--- src/rtl/pdm_tx_modulator.sv ---
// -----------------------------------------------------------------------------
// pdm_tx_modulator
//
// Transmit-side PDM modulator. Signed PCM samples are written into a small
// FIFO; one sample is consumed per frame of OSR PDM bits and converted to a
// 1-bit pulse-density stream by a sigma-delta modulator clocked by a divided
// bit clock.
//
// Build option:
//   PDM_ORDER2_EN  defined   -> second-order modulator (two saturating
//                               integrators of DATA_W+4 bits)
//                  undefined -> first-order modulator (one DATA_W+2 bit
//                               integrator, no saturation needed)
//
// Ports:
//   clk       system clock
//   reset     synchronous, active-low reset
//   write     one-cycle strobe, x_i valid
//   x_i       signed PCM sample
//   full      FIFO holds FIFO_DEPTH samples (registered)
//   sclk      PDM bit clock, high while divider < DIV/2
//   dat_o     PDM data bit, changes together with the rising edge of sclk
//   underrun  one-cycle pulse: frame boundary reached with the FIFO empty
//   overflow  sticky: a write was dropped because the FIFO was full
// -----------------------------------------------------------------------------
module pdm_tx_modulator #(
    parameter int DATA_W     = 16,
    parameter int DIV        = 25,
    parameter int OSR        = 64,
    parameter int FIFO_DEPTH = 4
) (
    input  logic                     clk,
    input  logic                     reset,
    input  logic                     write,
    input  logic signed [DATA_W-1:0] x_i,
    output logic                     full,
    output logic                     sclk,
    output logic                     dat_o,
    output logic                     underrun,
    output logic                     overflow
);

    localparam int DIV_W = $clog2(DIV);
    localparam int BIT_W = $clog2(OSR);
    localparam int PTR_W = $clog2(FIFO_DEPTH);
    localparam int CNT_W = PTR_W + 1;

    logic [DIV_W-1:0]         div_cnt, div_next;
    logic [BIT_W-1:0]         bit_cnt;
    logic [PTR_W-1:0]         rd_ptr, wr_ptr;
    logic [CNT_W-1:0]         count, count_next;
    logic signed [DATA_W-1:0] fifo_mem [FIFO_DEPTH];
    logic signed [DATA_W-1:0] cur;

    logic tick, frame_end, fifo_empty, fifo_full_now;
    logic pop, push, drop;
    logic dat_next;

    // ------------------------------------------------------------------------
    // Control decode
    // ------------------------------------------------------------------------
    always_comb begin
        // NOTE: every always_comb output gets a default first so no path
        // leaves a signal unassigned, which would infer a latch.
        tick          = (div_cnt == DIV_W'(DIV - 1));
        frame_end     = tick && (bit_cnt == BIT_W'(OSR - 1));
        fifo_empty    = (count == '0);
        fifo_full_now = (count == CNT_W'(FIFO_DEPTH));
        pop           = frame_end && !fifo_empty;
        // A pop in the same cycle frees a slot, so a write into a full FIFO
        // still lands when the frame boundary coincides with it.
        push          = write && (!fifo_full_now || pop);
        drop          = write && fifo_full_now && !pop;
        div_next      = tick ? '0 : div_cnt + 1'b1;

        count_next = count;
        if (push && !pop)
            count_next = count + 1'b1;
        else if (pop && !push)
            count_next = count - 1'b1;
    end

    // ------------------------------------------------------------------------
    // Divider, bit counter, FIFO pointers, status flags
    // ------------------------------------------------------------------------
    always_ff @(posedge clk) begin
        // NOTE: sequential state uses non-blocking assignments so every
        // register samples pre-edge values, independent of statement order.
        if (!reset) begin
            div_cnt  <= '0;
            bit_cnt  <= '0;
            sclk     <= 1'b0;
            underrun <= 1'b0;
            overflow <= 1'b0;
            full     <= 1'b0;
            rd_ptr   <= '0;
            wr_ptr   <= '0;
            count    <= '0;
            cur      <= '0;
        end else begin
            div_cnt  <= div_next;
            // Registered from the next divider value so sclk rises in the
            // same cycle the freshly modulated bit appears on dat_o.
            sclk     <= (div_next < DIV_W'(DIV / 2));
            underrun <= frame_end && fifo_empty;
            if (tick)
                bit_cnt <= frame_end ? '0 : bit_cnt + 1'b1;
            if (pop) begin
                cur    <= fifo_mem[rd_ptr];
                rd_ptr <= rd_ptr + 1'b1;
            end
            if (push)
                wr_ptr <= wr_ptr + 1'b1;
            if (drop)
                overflow <= 1'b1;
            count <= count_next;
            full  <= (count_next == CNT_W'(FIFO_DEPTH));
        end
    end

    // NOTE: sample storage is not reset; validity is tracked by count and the
    // pointers, so clearing the array would only add reset fan-out.
    always_ff @(posedge clk) begin
        if (push)
            fifo_mem[wr_ptr] <= x_i;
    end

    // ------------------------------------------------------------------------
    // Sigma-delta modulator
    // ------------------------------------------------------------------------
`ifdef PDM_ORDER2_EN
    localparam int IW = DATA_W + 4;
    localparam logic signed [IW-1:0] FB_MAG  = IW'(1) <<< (DATA_W - 1);
    localparam logic signed [IW-1:0] SAT_MAX = (IW'(1) <<< (DATA_W + 2)) - IW'(1);

    logic signed [IW-1:0] integ1, integ2, integ1_next, integ2_next, fb;
    logic signed [IW:0]   sum1, sum2;

    function automatic logic signed [IW-1:0] saturate(input logic signed [IW:0] v);
        if (v > (IW + 1)'(SAT_MAX))
            return SAT_MAX;
        else if (v < -((IW + 1)'(SAT_MAX)))
            return -SAT_MAX;
        else
            return v[IW-1:0];
    endfunction

    always_comb begin
        fb          = dat_o ? FB_MAG : -FB_MAG;
        // One guard bit keeps each sum exact before it is clamped.
        sum1        = (IW + 1)'(integ1) + (IW + 1)'(cur) - (IW + 1)'(fb);
        integ1_next = saturate(sum1);
        sum2        = (IW + 1)'(integ2) + (IW + 1)'(integ1_next) - (IW + 1)'(fb);
        integ2_next = saturate(sum2);
        dat_next    = ~integ2_next[IW-1];
    end

    always_ff @(posedge clk) begin
        if (!reset) begin
            integ1 <= '0;
            integ2 <= '0;
            dat_o  <= 1'b0;
        end else if (tick) begin
            integ1 <= integ1_next;
            integ2 <= integ2_next;
            dat_o  <= dat_next;
        end
    end
`else
    localparam int IW = DATA_W + 2;
    localparam logic signed [IW-1:0] FB_MAG = IW'(1) <<< (DATA_W - 1);

    logic signed [IW-1:0] integ, integ_next, fb;

    always_comb begin
        fb         = dat_o ? FB_MAG : -FB_MAG;
        // |integ| stays within 2^DATA_W, so two extra bits never overflow.
        integ_next = integ + IW'(cur) - fb;
        dat_next   = ~integ_next[IW-1];
    end

    always_ff @(posedge clk) begin
        if (!reset) begin
            integ <= '0;
            dat_o <= 1'b0;
        end else if (tick) begin
            integ <= integ_next;
            dat_o <= dat_next;
        end
    end
`endif

endmodule

--- config.mk ---
export PLATFORM = sky130hd
export DESIGN_NAME = pdm_tx_modulator
export DESIGN_NICKNAME = d
export VERILOG_FILES = /design/src/rtl/pdm_tx_modulator.sv
export SDC_FILE = /design/constraint.sdc
export NUM_CORES = 1
export LEC_CHECK = 0
export BUFFER_PORTS_ARGS = -buffer_cell sky130_fd_sc_hd__buf_2
export CELL_PAD_IN_SITES_DETAIL_PLACEMENT = 1
export CELL_PAD_IN_SITES_GLOBAL_PLACEMENT = 2
export CORE_UTILIZATION = 44
export DETAILED_ROUTE_END_ITERATION = 8
export PLACE_DENSITY_LB_ADDON = 0.25
export SYNTH_ARGS = -nofsm -noshare
export SYNTH_HDL_FRONTEND = slang
export SYNTH_SLANG_ARGS = --single-unit
--- constraint.sdc ---
create_clock -name clk -period 6.2 [get_ports clk]
set_clock_uncertainty 0.05 [all_clocks]
set_input_delay 1.24 -clock clk [delete_from_list [all_inputs] [get_ports clk]]
set_output_delay 1.24 -clock clk [all_outputs]
set_load 0.005 [all_outputs]
# Yosys cells after proc, flatten, opt, wreduce, memory -nomap -nowiden
# Memory sizes are Yosys's and may differ from the RTL's. A register that Yosys moved wholly into a read port is not among the register bits.
# Cells that the tools add are included.
# word_totals
ramBits	64
output_inout_bits	5
regBits	41
memories	1
# memory_table
memory	words	width	rd	rd_ports_with_merged_regs	wr	line_no	source
fifo_mem	4	16	1	1	1	52	logic signed [DATA_W-1:0] fifo_mem [FIFO_DEPTH];
# classes
eq_ne	4
muxes	7
magnitude_cmp	1
bitwise_logic	1
addsub	8
n_reduce_logical	15
# ops
operator	count
$add A18 B16 Y18	1
$mux W18	1
$sub A18 B18 Y18	1
$logic_and A1 B1 Y1	8
$add A6 B1 Y6 const B	1
$eq A3 B3 Y1 const B	2
$eq A6 B6 Y1 const B	1
$mux W3	2
$mux W6	1
$add A5 B1 Y5 const B	1
$eq A5 B5 Y1 const B	1
$logic_not A1 Y1	5
$lt A5 B4 Y1 const B	1
$mux W5	1
$add A2 B1 Y2 const B	2
$add A3 B1 Y3 const B	1
$logic_not A3 Y1	1
$sub A3 B1 Y3 const B	1
$mux W1	2
$logic_or A1 B1 Y1	1
$not A1 Y1	1

# Logic depth before layout (Yosys ltp)
# depth
depth_word	10
depth_mapped	11
mapped_depth_nobuf	11

# Worst setup path after synthesis
# Ideal clock, no wire load.
# synth_path
path_kind	input to register
startpoint	input port write
endpoint	memory fifo_mem[0][0], enable pin
setup_ps	374
path_slack_ps	3350
cell_stages	4
t_arrival_ps	2427
path_cell_list	clkbuf_1 inv_1 nor2_1 and2_1
# synth_via
elab_chain_cells	3
# synth_rtl
item	line_no	source
start, declared	34	input logic write,
$logic_and A1 B1 Y1	72	push = write && (!fifo_full_now || pop);
$mux W1	124	if (push)
$mux W1 (not written as such)	125	fifo_mem[wr_ptr] <= x_i;
end, declared	52	
# No other way between the ends.

# Worst setup path in the final report
# layout_path
startpoint	register div_cnt[0]
endpoint	memory fifo_mem[3][4], enable pin
# layout_via
elab_chain_cells	7
# layout_rtl
item	line_no	source
start, declared	48	logic [DIV_W-1:0] div_cnt, div_next;
start signal, assigned	101	div_cnt <= div_next;
$eq A5 B5 Y1	65	tick = (div_cnt == DIV_W'(DIV - 1));
$logic_and A1 B1 Y1	66	frame_end = tick && (bit_cnt == BIT_W'(OSR - 1));
$logic_and A1 B1 Y1	69	pop = frame_end && !fifo_empty;
$logic_or A1 B1 Y1	72	
$logic_and A1 B1 Y1	72	
$mux W1	124	
$mux W1 (not written as such)	125	
# No other way between the ends.

==> reports/results.tsv <==
stage	metric	value	unit
outcome	status	finished, final reports clean	
synth	syn-cell-area	5880	um^2
cts	cts.sinks	121	
grt	grt_max_degree	44	
routing	vias_per_cell	5.25	
cts	cts_made_buffers	17	
cts	clkLatencyLatePin	0.42	ns
grt	grt_pass1_vias	4261	
floorplan	fp-row-count	41	
worst_setup_path	start_kind	flip-flop	
sta	fin_setup_tns	0	ns
placement	gp_congestion	0.789	
finish	layout.nets	637	
synth	synth_edf_count	64	
worst_setup_path	path_delay_family	simple AND/OR/NAND/NOR gates	
routing	drt_first_pass_iters	5	
worst_setup_path	max_stage_delay	0.74	ns
placement	dp_cells	727	
grt	groute.usage.overall	0.194	
pwr	p_per_area	286	nW/um^2
worst_hold_path	hold_class	reg -> reg	
placement	port_buffers	23	
synth	synth_seq_cells	121	
routing	wire_per_inst	16.0	um
finish	layout_common_cells	inv_1 (71), nand2_1 (69), edfxtp_1 (64)	
floorplan	dieArea	13800	um^2
worst_setup_path	worstPathMaxFanout	31	
sta	worst_slew_margin_rel	0.427	
finish	drive_above_1_share	0.133	
worst_setup_path	crit_arrival	3.21	ns
grt	grt_overflow	0	
finish	syn2layout_area_growth	14.3	%
worst_setup_path	cpMaxStageDelayCell	and2_1	
routing	drtIter0Drc	173	
routing	final_antenna_net_count	0	
worst_setup_path	rrSetupSlack	2.99	ns
floorplan	ios	24	
placement	dpl.hpwl	8.36	mm
sta	holdWs	0.402	ns
sta	rsz0062_at_grt	no	
cts	cts.clk_slew.worst_paths	0.06	ns
finish	fillers	1385	
sta	fmax	311	MHz
grt	grt_pass1_wl	20.8	mm
pwr	ir_drop	0.245	mV
finish	antenna_cells	0	
synth	async_flop_share	0	
pwr	p_leak	2.51	nW
sta	finalCritPeriodShare	0.518	
synth	synth_nets	616	
flow_run	drv_cap	0	
sta	setup_viol	0	
pwr	power	1.92	mW
routing	drc	0	
finish	layout_commonest_cell	inv_1	
cts	cts_resized	0	
grt	antenna_found_initial	0	
sta	hold_viol	0	
finish	layout.cells.non_filler	759	
floorplan	die-width	118	um
routing	drt-total-wl	12.2	mm
worst_setup_path	critPathCaptureType	flip-flop	
worst_setup_path	path_cells	inv_1, ha_1, and4b_1, buf_4, and4_1, nor2_1, nor2_1, and2_1	
cts	cts.path.max_buffers	2	
sta	period_minus_slack	3.21	ns
worst_setup_path	crit_type	reg -> reg	
cts	postCtsHoldBufs	0	
synth	yosysSeqAreaShare	0.521	
synth	synth_cells	553	
cts	htreeDepth	4	
synth	yosys_warnings	0	
synth	ys_types	49	
floorplan	initial_core_util	0.458	
synth	synth_ff_type	edfxtp_1	
cts	cts-root-buf	clkbuf_16	
synth	synth.avg_cell_area	10.6	um^2
worst_setup_path	cp.required	6.20	ns
routing	via_count	3985	
worst_setup_path	crit_top_cell	nor2_1	
sta	slew_violations	0	
floorplan	core_area	12800	um^2
sta	tightest_slew	0.858	ns
cts	cts_tree	done	
worst_setup_path	crit_buf_inv	2	
cts	post_cts_buffers	0	
floorplan	die_height	118	um
[synthesized netlist by cell type, types with 4 or more instances]
cell type | n | area (um^2)
nand2b_1 | 5 | 31.3
xnor2_1 | 12 | 105
clkbuf_1 | 19 | 71.3
nor3_1 | 5 | 25.0
a21oi_1 | 48 | 240
and2_1 | 7 | 43.8
edfxtp_1 | 64 | 1920
o211ai_1 | 6 | 45.0
a21o_1 | 5 | 37.5
and3_1 | 4 | 25.0
mux4_2 | 16 | 360
ha_1 | 43 | 538
o21ai_0 | 15 | 75.1
or3_1 | 5 | 31.3
nor2_1 | 27 | 101
dfxtp_1 | 57 | 1140
nand3_1 | 12 | 60.1
nand4_1 | 10 | 62.6
inv_1 | 71 | 267
a31oi_1 | 4 | 25.0
nand2_1 | 69 | 259
xor2_1 | 10 | 87.6
[flip-flops by register name (all words and copies together) (netlist names), 2 cells and up]
name      flops
bit_cnt       6
wr_ptr        2
integ        18
rd_ptr        2
cur          16
div_cnt       5
fifo_mem     64
count         3
[per-layer routing]
layer	up-vias	track usage	share of wire
met5	-	0	0
met4	0	0.0889	0.021
met3	21	0.0417	0.021
met2	41	0.320	0.48
met1	1943	0.243	0.48
li1	1980	-	-
[final timing paths]
check	start	end	cells after the start
worst min-delay path	integ[4]$_SDFFE_PN0P_	integ[4]$_SDFFE_PN0P_	2
worst max register to register	div_cnt[0]$_SDFF_PP0_	fifo_mem[3][4]$_DFFE_PP_	8
worst min register to register	integ[4]$_SDFFE_PN0P_	integ[4]$_SDFFE_PN0P_	2
worst max-delay path	div_cnt[0]$_SDFF_PP0_	fifo_mem[3][4]$_DFFE_PP_	8
[through the flow]
stage | setup slack, ns | instance area, um^2 | util
after global routing | 2.69 | 6720 | 0.524
final | 2.99 | 6720 | 0.524
after CTS | 2.95 | 6720 | 0.524
after global placement | 3.13 | 6140 | 0.479
after detailed placement | 2.99 | 6140 | 0.479
after floorplan | 3.35 | 5880 | -
[cells by family after synthesis]
group | synth area share
and+or+nand+nor | 0.122
DFF | 0.521
AOI/OAI and AO/OA | 0.102
buffers and inverters | 0.0620
adders and majority gates | 0.0950
xor gates and xnor gates | 0.0328
muxes | 0.0647
[area by class of cell]
type,instances,area [um^2],share of cell area
timing repair buffer,27,145,0.0216
multi-input combinational,336,2450,0.365
clock inverter,13,148,0.0220
tap,172,215,0.0320
inverter,71,267,0.0397
sequential,121,3060,0.456
clock buffer,19,433,0.0644
[tightest hold or removal path, stage by stage, from the launching register on]
cell and delay [ns]:
dfxtp_1 0.31, nand2_1 0.05, a21oi_1 0.05
[report_power, final]
group          total (mW)  leakage, nW  internal [mW]  switching, mW
Sequential          0.881         1.05          0.870         0.0108
Combinational      0.0799         1.20         0.0293         0.0506
Clock               0.963        0.258          0.593          0.370
No activity file was read; power rests on OpenSTA's default activity.
